$ cat src/rtl/seq_signed_multiplier.sv
// Iterative shift-add signed multiplier with start/done handshake, full-width exact product.
// Latency: done pulses k+2 edges after the start-sampling edge (k = B_WIDTH, or data-dependent when early termination is built in).
// Backpressure: none; start is only honoured while idle, and requests made while busy are dropped.
//
// Ports:
//   clock, reset        rising-edge clock, asynchronous active-high reset
//   start               request, sampled only in IDLE together with the operands
//   multiplicand        signed operand a (A_WIDTH bits)
//   multiplier          signed operand b (B_WIDTH bits)
//   product             signed a*b (A_WIDTH+B_WIDTH bits), registered, holds until next completion
//   busy                high whenever the engine is not idle
//   done                one-cycle pulse when product updates
//
// Build option: define MULT_EARLY_TERM_EN to leave COMPUTE as soon as the remaining
// multiplier magnitude is zero (after at least one iteration). Results are identical.
module seq_signed_multiplier #(
  parameter int A_WIDTH = 32,
  parameter int B_WIDTH = 32
) (
  input  logic                       clock,
  input  logic                       reset,
  input  logic                       start,
  input  logic [A_WIDTH-1:0]         multiplicand,
  input  logic [B_WIDTH-1:0]         multiplier,
  output logic [A_WIDTH+B_WIDTH-1:0] product,
  output logic                       busy,
  output logic                       done
);

  localparam int P_WIDTH   = A_WIDTH + B_WIDTH;
  localparam int CNT_WIDTH = $clog2(B_WIDTH + 1);

  typedef enum logic [1:0] {
    IDLE    = 2'd0,
    COMPUTE = 2'd1,
    DONE_ST = 2'd2
  } state_t;

  state_t               state;
  logic [P_WIDTH-1:0]   acc;
  logic [P_WIDTH-1:0]   mcand;
  logic [B_WIDTH-1:0]   mag_b;
  logic [CNT_WIDTH-1:0] iter_cnt;
  logic                 sign;

  // Magnitudes as unsigned values: negating the most-negative input yields
  // the same bit pattern, which read as unsigned is exactly 2^(W-1).
  logic [A_WIDTH-1:0] mag_a_in;
  logic [B_WIDTH-1:0] mag_b_in;
  assign mag_a_in = multiplicand[A_WIDTH-1] ? -multiplicand : multiplicand;
  assign mag_b_in = multiplier[B_WIDTH-1]   ? -multiplier   : multiplier;

  // Exit is evaluated at the top of each COMPUTE cycle, before any iteration,
  // so the cycle that decides to leave does not modify the datapath.
  logic compute_exit;
`ifdef MULT_EARLY_TERM_EN
  // At least one iteration always runs, so a zero multiplier still takes k=1.
  assign compute_exit = (iter_cnt != '0) && (mag_b == '0);
`else
  assign compute_exit = (iter_cnt == CNT_WIDTH'(B_WIDTH));
`endif

  always_ff @(posedge clock or posedge reset) begin
    if (reset) begin
      state    <= IDLE;
      acc      <= '0;
      mcand    <= '0;
      mag_b    <= '0;
      iter_cnt <= '0;
      sign     <= 1'b0;
      product  <= '0;
      busy     <= 1'b0;
      done     <= 1'b0;
    end else begin
      done <= 1'b0;
      case (state)
        IDLE: begin
          if (start) begin
            mag_b    <= mag_b_in;
            mcand    <= P_WIDTH'(mag_a_in);
            acc      <= '0;
            sign     <= multiplicand[A_WIDTH-1] ^ multiplier[B_WIDTH-1];
            iter_cnt <= '0;
            busy     <= 1'b1;
            state    <= COMPUTE;
          end
        end
        COMPUTE: begin
          if (compute_exit) begin
            state <= DONE_ST;
          end else begin
            if (mag_b[0]) begin
              acc <= acc + mcand;
            end
            mcand    <= mcand << 1;
            mag_b    <= mag_b >> 1;
            iter_cnt <= iter_cnt + CNT_WIDTH'(1);
          end
        end
        DONE_ST: begin
          // Negating a zero accumulator gives zero, so -0 cannot occur.
          product <= sign ? -acc : acc;
          done    <= 1'b1;
          busy    <= 1'b0;
          state   <= IDLE;
        end
        default: begin
          busy  <= 1'b0;
          state <= IDLE;
        end
      endcase
    end
  end

endmodule
$ cat config.mk
export PLATFORM = sky130hd
export DESIGN_NAME = seq_signed_multiplier
export DESIGN_NICKNAME = d
export VERILOG_FILES = /design/src/rtl/seq_signed_multiplier.sv
export SDC_FILE = /design/constraint.sdc
export NUM_CORES = 1
export LEC_CHECK = 0
export CORE_ASPECT_RATIO = 1.5
export CORE_MARGIN = 2
export CORE_UTILIZATION = 35
export DETAILED_ROUTE_END_ITERATION = 8
export PLACE_DENSITY = 0.5
export SETUP_SLACK_MARGIN = 0.1
export SLEW_MARGIN = 20
export SYNTH_ARGS = -nofsm -noshare
export SYNTH_HDL_FRONTEND = slang
export SYNTH_SLANG_ARGS = --single-unit
$ cat constraint.sdc
create_clock -name clock -period 21.1 [get_ports clock]
set_input_delay 6.33 -clock clock [delete_from_list [all_inputs] [get_ports clock]]
set_output_delay 6.33 -clock clock [all_outputs]
set_load 0.02 [all_outputs]
==> results of run 1 <==
==> registers in the layout (all words and copies together), names as in the netlist <==
register  flops
done          1
sign          1
acc          64
product      64
iter_cnt      6
mcand        64
mag_b        32
busy          1
state         2
==> per-layer routing <==
| metal | global-route usage [%] | vias up |
|---|---|---|
| li1 | - | 6830 |
| met1 | 23.6 | 6390 |
| met2 | 36.4 | 268 |
| met3 | 1.84 | 61 |
| met4 | 5.88 | 0 |
| met5 | 0 | - |
==> worst paths after layout <==
| path | startpoint | to | slack [ns] | cells after the start |
|---|---|---|---|---|
| min in group asynchronous | reset | product[59] | 6.26 | 2 |
| max in group asynchronous | reset | sign | 13.41 | 3 |
| worst max-delay path | multiplicand[7] | mcand[29] | 12.05 | 11 |
| worst max register to register | state[0] | acc[63] | 17.13 | 11 |
| worst min-delay path | product[19] | product[19] | 0.48 | 2 |
| worst min register to register | product[19] | product[19] | 0.48 | 2 |
==> cell families after synthesis <==
kind of cell | count (synthesis)
AO/OA/AOI/OAI | 572
XOR/XNOR | 180
adder cells (fa/ha/maj) | 69
buffers and inverters | 137
flip-flops | 235
multiplexers | 4
AND/OR/NAND/NOR | 692
==> where the power goes <==
group / switching, uW / internal, uW
combinational: 821 / 524
clock: 191 / 281
sequential: 193 / 635
==> worst max-delay path: cells and delay by family <==
| family | cells | cell delay (ns) |
|---|---|---|
| and+or+nand+nor | 6 | 2.07 |
| xor gates and xnor gates | 1 | 0.17 |
| AOI/OAI and AO/OA | 3 | 0.41 |
| buffers and inverters | 1 | 0.46 |
==> cell usage after synthesis (9+ instances only) <==
| master | instances | area share (%) |
|---|---|---|
| o21bai_1 | 12 | 0.58 |
| or3_1 | 19 | 0.77 |
| nand2b_1 | 12 | 0.48 |
| a21oi_1 | 151 | 4.9 |
| o41ai_1 | 17 | 0.96 |
| xor2_1 | 132 | 7.5 |
| nor2b_1 | 11 | 0.44 |
| o31ai_1 | 42 | 2.0 |
| nand3_1 | 108 | 3.5 |
| nor4_1 | 16 | 0.65 |
| inv_1 | 31 | 0.75 |
| buf_1 | 18 | 0.44 |
| o21ai_0 | 259 | 8.4 |
| nor2_1 | 125 | 3.0 |
| o21a_1 | 16 | 0.78 |
| or4_1 | 9 | 0.44 |
| clkbuf_1 | 85 | 2.1 |
| nor3_1 | 19 | 0.61 |
| ha_1 | 68 | 5.5 |
| xnor2_1 | 48 | 2.7 |
| nand4_1 | 27 | 1.1 |
| dfrtp_1 | 235 | 38 |
| a21o_1 | 20 | 0.97 |
| nand2_1 | 307 | 7.4 |
==> through the flow <==
step	utilization, %	hold slack [ns]	instances	setup WS (ns)
floorplan	-	0.445	1889	8.32
global placement	39.5	0.460	2507	11.50
detailed placement	39.5	0.469	2507	11.47
CTS	41.6	0.483	2555	12.05
global route	41.6	0.500	2555	11.78
finish	41.6	0.476	2555	12.05
==> cell type report <==
class                           instances  area share, %
Clock inverter                          7          0.371
Clock buffer                           41           4.55
Multi-Input combinational cell       1517           50.1
Tap cell                              576           3.96
Inverter                               31          0.681
Sequential cell                       235           32.3
Timing Repair Buffer                  148           7.95
==> flow_summary.ini, run 1 <==
[outcome]
outcome = complete, no violations

[die]
start_util_pct = 35.4
num_rows = 94
die_h_um = 262
design.die.area_um2 = 46000
die_w_um = 176
boundaryPins = 133
core-area_um2 = 43800

[timing]
fin_worst_skew_ns = 0.0111
fin_setup_tns_ns = 0
timing.final.crit_share_pct = 42.9
rsz0062_at_grt = no
fmax_mhz = 110
setup_viol = 0
worstMarginPinSlew_ns = 0.994
maxSlewViolCount = 0
max_slew_margin_pct = 33.1
fin_crit_ns = 9.05
finalHoldViolations = 0

[cells_and_area]
drive_gt1_share_pct = 5.36
final_cell_mix = nand2_1, o21ai_0, dfrtp_1
final_common_cell = nand2_1
nets = 2095
regArea_um2 = 5880
fillCellCount = 4476
syn2layout_area_growth_pct = 17.5
multi_input_area_um2 = 9120
fin_area_um2 = 18200
diodes = 0

[worst_hold_path]
min_path_type = flip-flop to flip-flop

[route]
drtAntennaViolNets = 0
drcViolationCount = 0
top_layer_used = met4
wl_met1_um = 18500
route.met2.wl_um = 23200
avgViaCountPerCell = 5.30
routed_wl_um = 44600
first_pass_iters = 5
drt_iter0_markers = 743
met3_length_um = 1600
routedWlPerCell_um = 17.4
vias = 13500

[synthesis]
synth-compound-area-share_pct = 21.8
syn-mean-instance-area_um2 = 8.20
synth_cells = 1889
seq_area_frac_synth_pct = 38.0
synthMuxAreaShare_pct = 0.259
synth_top_family_by_area = compound AO/OA/AOI/OAI gates
yosysUniqueCellTypes = 66
synthArstFlopShare_pct = 100
yosys.area_share.adder_pct = 5.62
synthFlopType = dfrtp_1
syn-num-nets = 2025
ys_ff_latch = 235
synthXorXnorAreaFrac_pct = 10.2
synth_warnings = 0
yosys.area_share.simple_pct = 20.8
synthesis.area_um2 = 15500
synth_edf_count = 0

[clock_network]
ctsResizeCount = 0
cts_hold_buf = 0
root_buffer = clkbuf_16
cts_setup_buffers = 0
cts_sinks = 235
clk_path_buf_depth = 3
clkSlewWorstSetupHoldPaths_ns = 0.06
clk_latency_ns = 0.55
cts_max_level = 1
tritoncts = built
cts_made_buffers = 26

[setup_path]
critPathSlowestCell = or4_4
cp_common_cell = or3_1
crit_chain = clkdlybuf4s50_1, or3_1, or3_1, or3_4, nand3b_1, or4_4, o31ai_2, xor2_1, nor2_1, a21oi_1, o21ai_0
setup.worst_path.end_class = flip-flop
critPathKind = primary input to flip-flop
worstPathMaxFanout = 5
cp_slowest_stage_delay_ns = 0.57
startpoint_type = primary input
critPathRequiredTime_ns = 21.49
worstPathArrival_ns = 9.44

[pwr]
peakVddDrop_mv = 0.0666
p_leak_uw = 0.00782
power.total_uw = 2640
pwr_density_cell_nw_per_um2 = 145

[global_routing]
grt_max_degree = 112
overflow = 0
antenna_found_initial = 0
grt_pass1_wl_um = 72200
grtUsageTotal_pct = 19.5
grt_pass1_vias = 13300

[placed_design]
dpl-instance-area_um2 = 17300
place_congestion = 0.887
dpl.hpwl_um = 34000
io_buffers = 132

[run]
maxCapViolCount = 0
(Power assumes the default switching activity.)
==> run 2, diff against run 1 <==
PLACE_DENSITY = 0.52   (was 0.5)
clock period = 8 ns   (was 21.1 ns; I/O delays follow)
==> run 2 against run 1 <==
Effect of this change:
- sequential share of layout area increased by 0.16 points
- clock power increased to 2.5 times the previous value
- global-route usage about the same
- clock skew fell by 0.0041 ns
- combinational power increased to 2.6 times the previous value
- first-iteration DRC count is 17% lower
- clock-buffer cell count down 1
- register-to-register slack worse by 13 ns
- critical path type unchanged
==> flow_summary.ini, run 2 (synthesis gave the netlist of run 1 again) <==
[outcome]
outcome = complete, no violations

[die]
die_h_um = 262
die_w_um = 176
core-area_um2 = 43800
design.die.area_um2 = 46000
start_util_pct = 35.4
num_rows = 94
boundaryPins = 133

[setup_path]
rr_startpoint = acc[18]
r2r_cells = 10
critPathLaunch = multiplicand[7]
cp_common_cell = or3_1
cp_slowest_stage_delay_ns = 0.57
critPathSlowestCell = or4_4
worstPathMaxFanout = 5
startpoint_type = primary input
worstPathArrival_ns = 5.53
path_buf_inv = 1
critPathKind = primary input to flip-flop
critical_path_depth = 11
crit_chain = clkdlybuf4s50_1, or3_1, or3_1, or3_4, nand3b_1, or4_4, o31ai_2, xor2_1, nor2_1, a21oi_1, o21ai_0
setup.worst_path.end_class = flip-flop
critPathRequiredTime_ns = 8.38
crit_family = simple AND/OR/NAND/NOR gates

[worst_hold_path]
min_path_cells = 2
min_path_type = flip-flop to flip-flop
hold_start = product[10]

[timing]
fin_worst_skew_ns = 0.00698
max_slew_margin_pct = 30.1
setup_slack_ns = 2.85
fin_setup_tns_ns = 0
timing.final.crit_share_pct = 64.3
maxSlewViolCount = 0
fmax_mhz = 194
setup_viol = 0
worstMarginPinSlew_ns = 1.05
finalHoldViolations = 0
rsz0062_at_grt = no
hold_slack_ns = 0.477
fin_crit_ns = 5.15

[cells_and_area]
fin_util_pct = 41.4
syn2layout_area_growth_pct = 16.9
diodes = 0
final_common_cell = nand2_1
top_regs = acc: 64 flops, mcand: 64 flops, product: 64 flops
fillCellCount = 4532
final_cell_mix = nand2_1, o21ai_0, dfrtp_1
finalNonFillerCells = 2549
nets = 2092
drive_gt1_share_pct = 5.02

[placed_design]
dpl.hpwl_um = 34100
place_congestion = 0.901
dp_slack_ns = 2.28
dp_cells = 2505
io_buffers = 132

[global_routing]
antenna_found_initial = 0
grtUsageTotal_pct = 19.5
overflow = 0
grt_pass1_vias = 13500
grt_max_degree = 147
grt_pass1_wl_um = 72200

[clock_network]
cts_made_buffers = 25
clkSlewWorstSetupHoldPaths_ns = 0.06
clk_path_buf_depth = 3
tritoncts = built
cts_max_level = 1
cts_sinks = 235
cts_hold_buf = 0
clk_latency_ns = 0.54
root_buffer = clkbuf_16
cts_setup_buffers = 0
ctsResizeCount = 0

[route]
drcViolationCount = 0
drt_iter0_markers = 617
vias = 13600
first_pass_iters = 5
avgViaCountPerCell = 5.32
drtAntennaViolNets = 0
routedWlPerCell_um = 17.6
routed_wl_um = 44900

[pwr]
p_clk_share_pct = 17.0
switching_share_pct = 45.8
combinationalPowerShare_pct = 51.5
peakVddDrop_mv = 0.190
internal_power_uw = 3740
p_sw_uw = 3160
p_seq_share_pct = 31.4
p_leak_uw = 0.00777
pwr_density_cell_nw_per_um2 = 382

[run]
maxCapViolCount = 0
run 2: cell types whose count changed in the layout (fill, tap and decap cells not counted), sizes merged:
cell / previous run / this run
buf: 16 / 15
clkinvlp: 0 / 1
clkinv: 5 / 3
clkdlybuf4s50: 132 / 131
clkbuf: 41 / 40
inv: 32 / 30
run 2: path summary, 6_finish.rpt:
path	end	slack [ns]
worst max-delay path	mcand[29]	2.85
min in group asynchronous	product[59]	2.35
worst min register to register	product[10]	0.48
max in group asynchronous	sign	4.40
worst max register to register	acc[63]	3.98
worst min-delay path	product[10]	0.48
run 2: worst min-delay path, cell delays in order, from the launching register on:
cell     delay (ns)
dfrtp_1        0.34
nand2_1        0.04
o21ai_0        0.06
run 2: per-stage QoR:
stage               instance area [um2]  power [uW]
floorplan                         15500        4600
global placement                  17300        5720
detailed placement                17300        5780
CTS                               18100        6980
global route                      18100        7490
finish                            18100        6910
run 2: power groups by stage:
stage          registers (uW)  logic, uW  clock network (uW)
2_1_floorplan            2180       2430                   0
3_3_place_gp             2180       3540                   0
3_5_place_dp             2200       3580                   0
4_1_cts                  2180       3590                1210
5_1_grt                  2250       3990                1260
6_report                 2170       3560                1180
run 2: area by class of cell:
class / count / area, um2 / area share [%]
well taps: 576 / 721 / 3.98
clock inverters: 4 / 48.8 / 0.270
inverters: 31 / 120 / 0.664
flip-flops and latches: 235 / 5880 / 32.5
repair buffers: 146 / 1430 / 7.92
clock buffers: 40 / 772 / 4.27
multi-input cells: 1517 / 9120 / 50.4
run 2: metal layers:
layer / share of wire [%] / vias to the layer above / track usage, %
li1: - / 6828 / -
met1: 42 / 6397 / 22.8
met2: 51 / 262 / 36.8
met3: 3.2 / 78 / 2.05
met4: 3.5 / 0 / 7.02
met5: 0 / - / 0
==> run 3, diff against run 2 <==
PLACE_DENSITY = 0.5   (was 0.52)
clock period = 5.1 ns   (was 8 ns; I/O delays follow)
==> run 3 against run 2 <==
Effect of this change:
- die area stayed put
- utilization is 0.37 points higher
- clock skew is 0.0074 ns higher
- combinational power is 57% higher
- sequential power is 58% higher
- global-route usage is 0.38 points higher
- register-to-register slack worse by 2.7 ns
- design area is 0.91% higher
- worst setup slack worse by 2.0 ns
==> flow_summary.ini, run 3 (synthesis gave the netlist of run 1 again) <==
[timing]
rsz0062_at_grt = no
worstMarginPinSlew_ns = 0.975
fin_crit_ns = 4.21
finalHoldViolations = 0
fin_setup_tns_ns = 0
maxSlewViolCount = 0
fmax_mhz = 238
timing.final.crit_share_pct = 82.5
fin_worst_skew_ns = 0.0144
setup_viol = 0
max_slew_margin_pct = 34.8

[route]
routedWlPerCell_um = 17.7
avgViaCountPerCell = 5.28
vias = 13500
routed_wl_um = 45300
drt_iter0_markers = 657
first_pass_iters = 5
drcViolationCount = 0
drtAntennaViolNets = 0

[placed_design]
dpl.hpwl_um = 35000
io_buffers = 132
dp_cells = 2514
place_congestion = 0.877

[setup_path]
rr_endpoint = acc[63]
startpoint_type = primary input
worstPathArrival_ns = 4.59
reg2reg_slack_ns = 1.30
critPathRequiredTime_ns = 5.48
setup.worst_path.end_class = flip-flop
critPathLaunch = multiplicand[7]
rr_startpoint = acc[21]
crit_end = mcand[29]
critPathKind = primary input to flip-flop
worstPathMaxFanout = 5
r2r_cells = 10

[global_routing]
grtUsageTotal_pct = 19.9
antenna_found_initial = 0
grt_max_degree = 111
grt_pass1_vias = 13400
overflow = 0
grt_pass1_wl_um = 73200

[cells_and_area]
final_common_cell = nand2_1
final_cell_mix = nand2_1, o21ai_0, dfrtp_1
diodes = 0
nets = 2101
finalNonFillerCells = 2559
fillCellCount = 4443
drive_gt1_share_pct = 5.55
top_regs = acc: 64 flops, mcand: 64 flops, product: 64 flops
fin_util_pct = 41.7
syn2layout_area_growth_pct = 17.9

[clock_network]
clk_path_buf_depth = 3
cts_max_level = 1
cts_made_buffers = 25
clkSlewWorstSetupHoldPaths_ns = 0.06
tritoncts = built
cts_sinks = 235
cts_hold_buf = 0
cts_setup_buffers = 0
root_buffer = clkbuf_16
ctsResizeCount = 0
clk_latency_ns = 0.55

[pwr]
pwr_density_cell_nw_per_um2 = 602
p_leak_uw = 0.00785
peakVddDrop_mv = 0.288

[die]
boundaryPins = 133
start_util_pct = 35.4
core-area_um2 = 43800
num_rows = 94
die_w_um = 176
design.die.area_um2 = 46000
die_h_um = 262

[worst_hold_path]
min_path_cells = 2
min_path_type = flip-flop to flip-flop

[run]
maxCapViolCount = 0

[outcome]
outcome = complete, no violations
run 3: worst min path at each step:
stage,slack [ns],to,start
floorplan,0.44,mag_b[25],mag_b[25]
global placement,0.46,mag_b[25],mag_b[25]
detailed placement,0.47,product[11],product[11]
CTS,0.48,product[11],product[11]
global route,0.50,product[34],product[34]
finish,0.48,product[34],product[34]
run 3: through the flow:
| stage | power, uW | hold WS, ns | worst slack [ns] | area [um2] |
|---|---|---|---|---|
| 2_1_floorplan | 7220 | 0.445 | 0.492 | 15500 |
| 3_3_place_gp | 9040 | 0.460 | 0.338 | 17400 |
| 3_5_place_dp | 9110 | 0.470 | 0.310 | 17400 |
| 4_1_cts | 11100 | 0.484 | 0.892 | 18300 |
| 5_1_grt | 12000 | 0.501 | 0.768 | 18300 |
| 6_report | 11000 | 0.477 | 0.891 | 18300 |
run 3: layer usage:
layer	vias to the layer above	track usage, %	wire length (um)
met4	0	5.51	1150
met3	55	1.83	1390
met1	6382	23.4	18600
li1	6841	-	-
met5	-	0	0
met2	223	38.2	24200
run 3: cell type report:
cell class | count | area, um2 | share of cell area [%]
sequential | 235 | 5880 | 32.2
inverter | 31 | 120 | 0.658
timing repair buffer | 155 | 1540 | 8.43
multi-input combinational | 1517 | 9120 | 49.9
tap | 576 | 721 | 3.95
clock inverter | 7 | 116 | 0.637
clock buffer | 38 | 764 | 4.19
run 3: report_power, final:
group | switching, uW | leakage [uW] | internal, uW
clock | 788 | 0.000432 | 1180
sequential | 797 | 0.00308 | 2630
combinational | 3400 | 0.00434 | 2200
run 3: worst max-delay path, cell delays in order:
cell             delay (ns)
clkdlybuf4s50_1        0.45
or3_1                  0.44
or3_1                  0.36
or3_4                  0.38
nand3b_1               0.24
or4_4                  0.55
o31ai_2                0.21
xor2_1                 0.17
nor2_1                 0.06
a21oi_1                0.12
o21ai_0                0.08
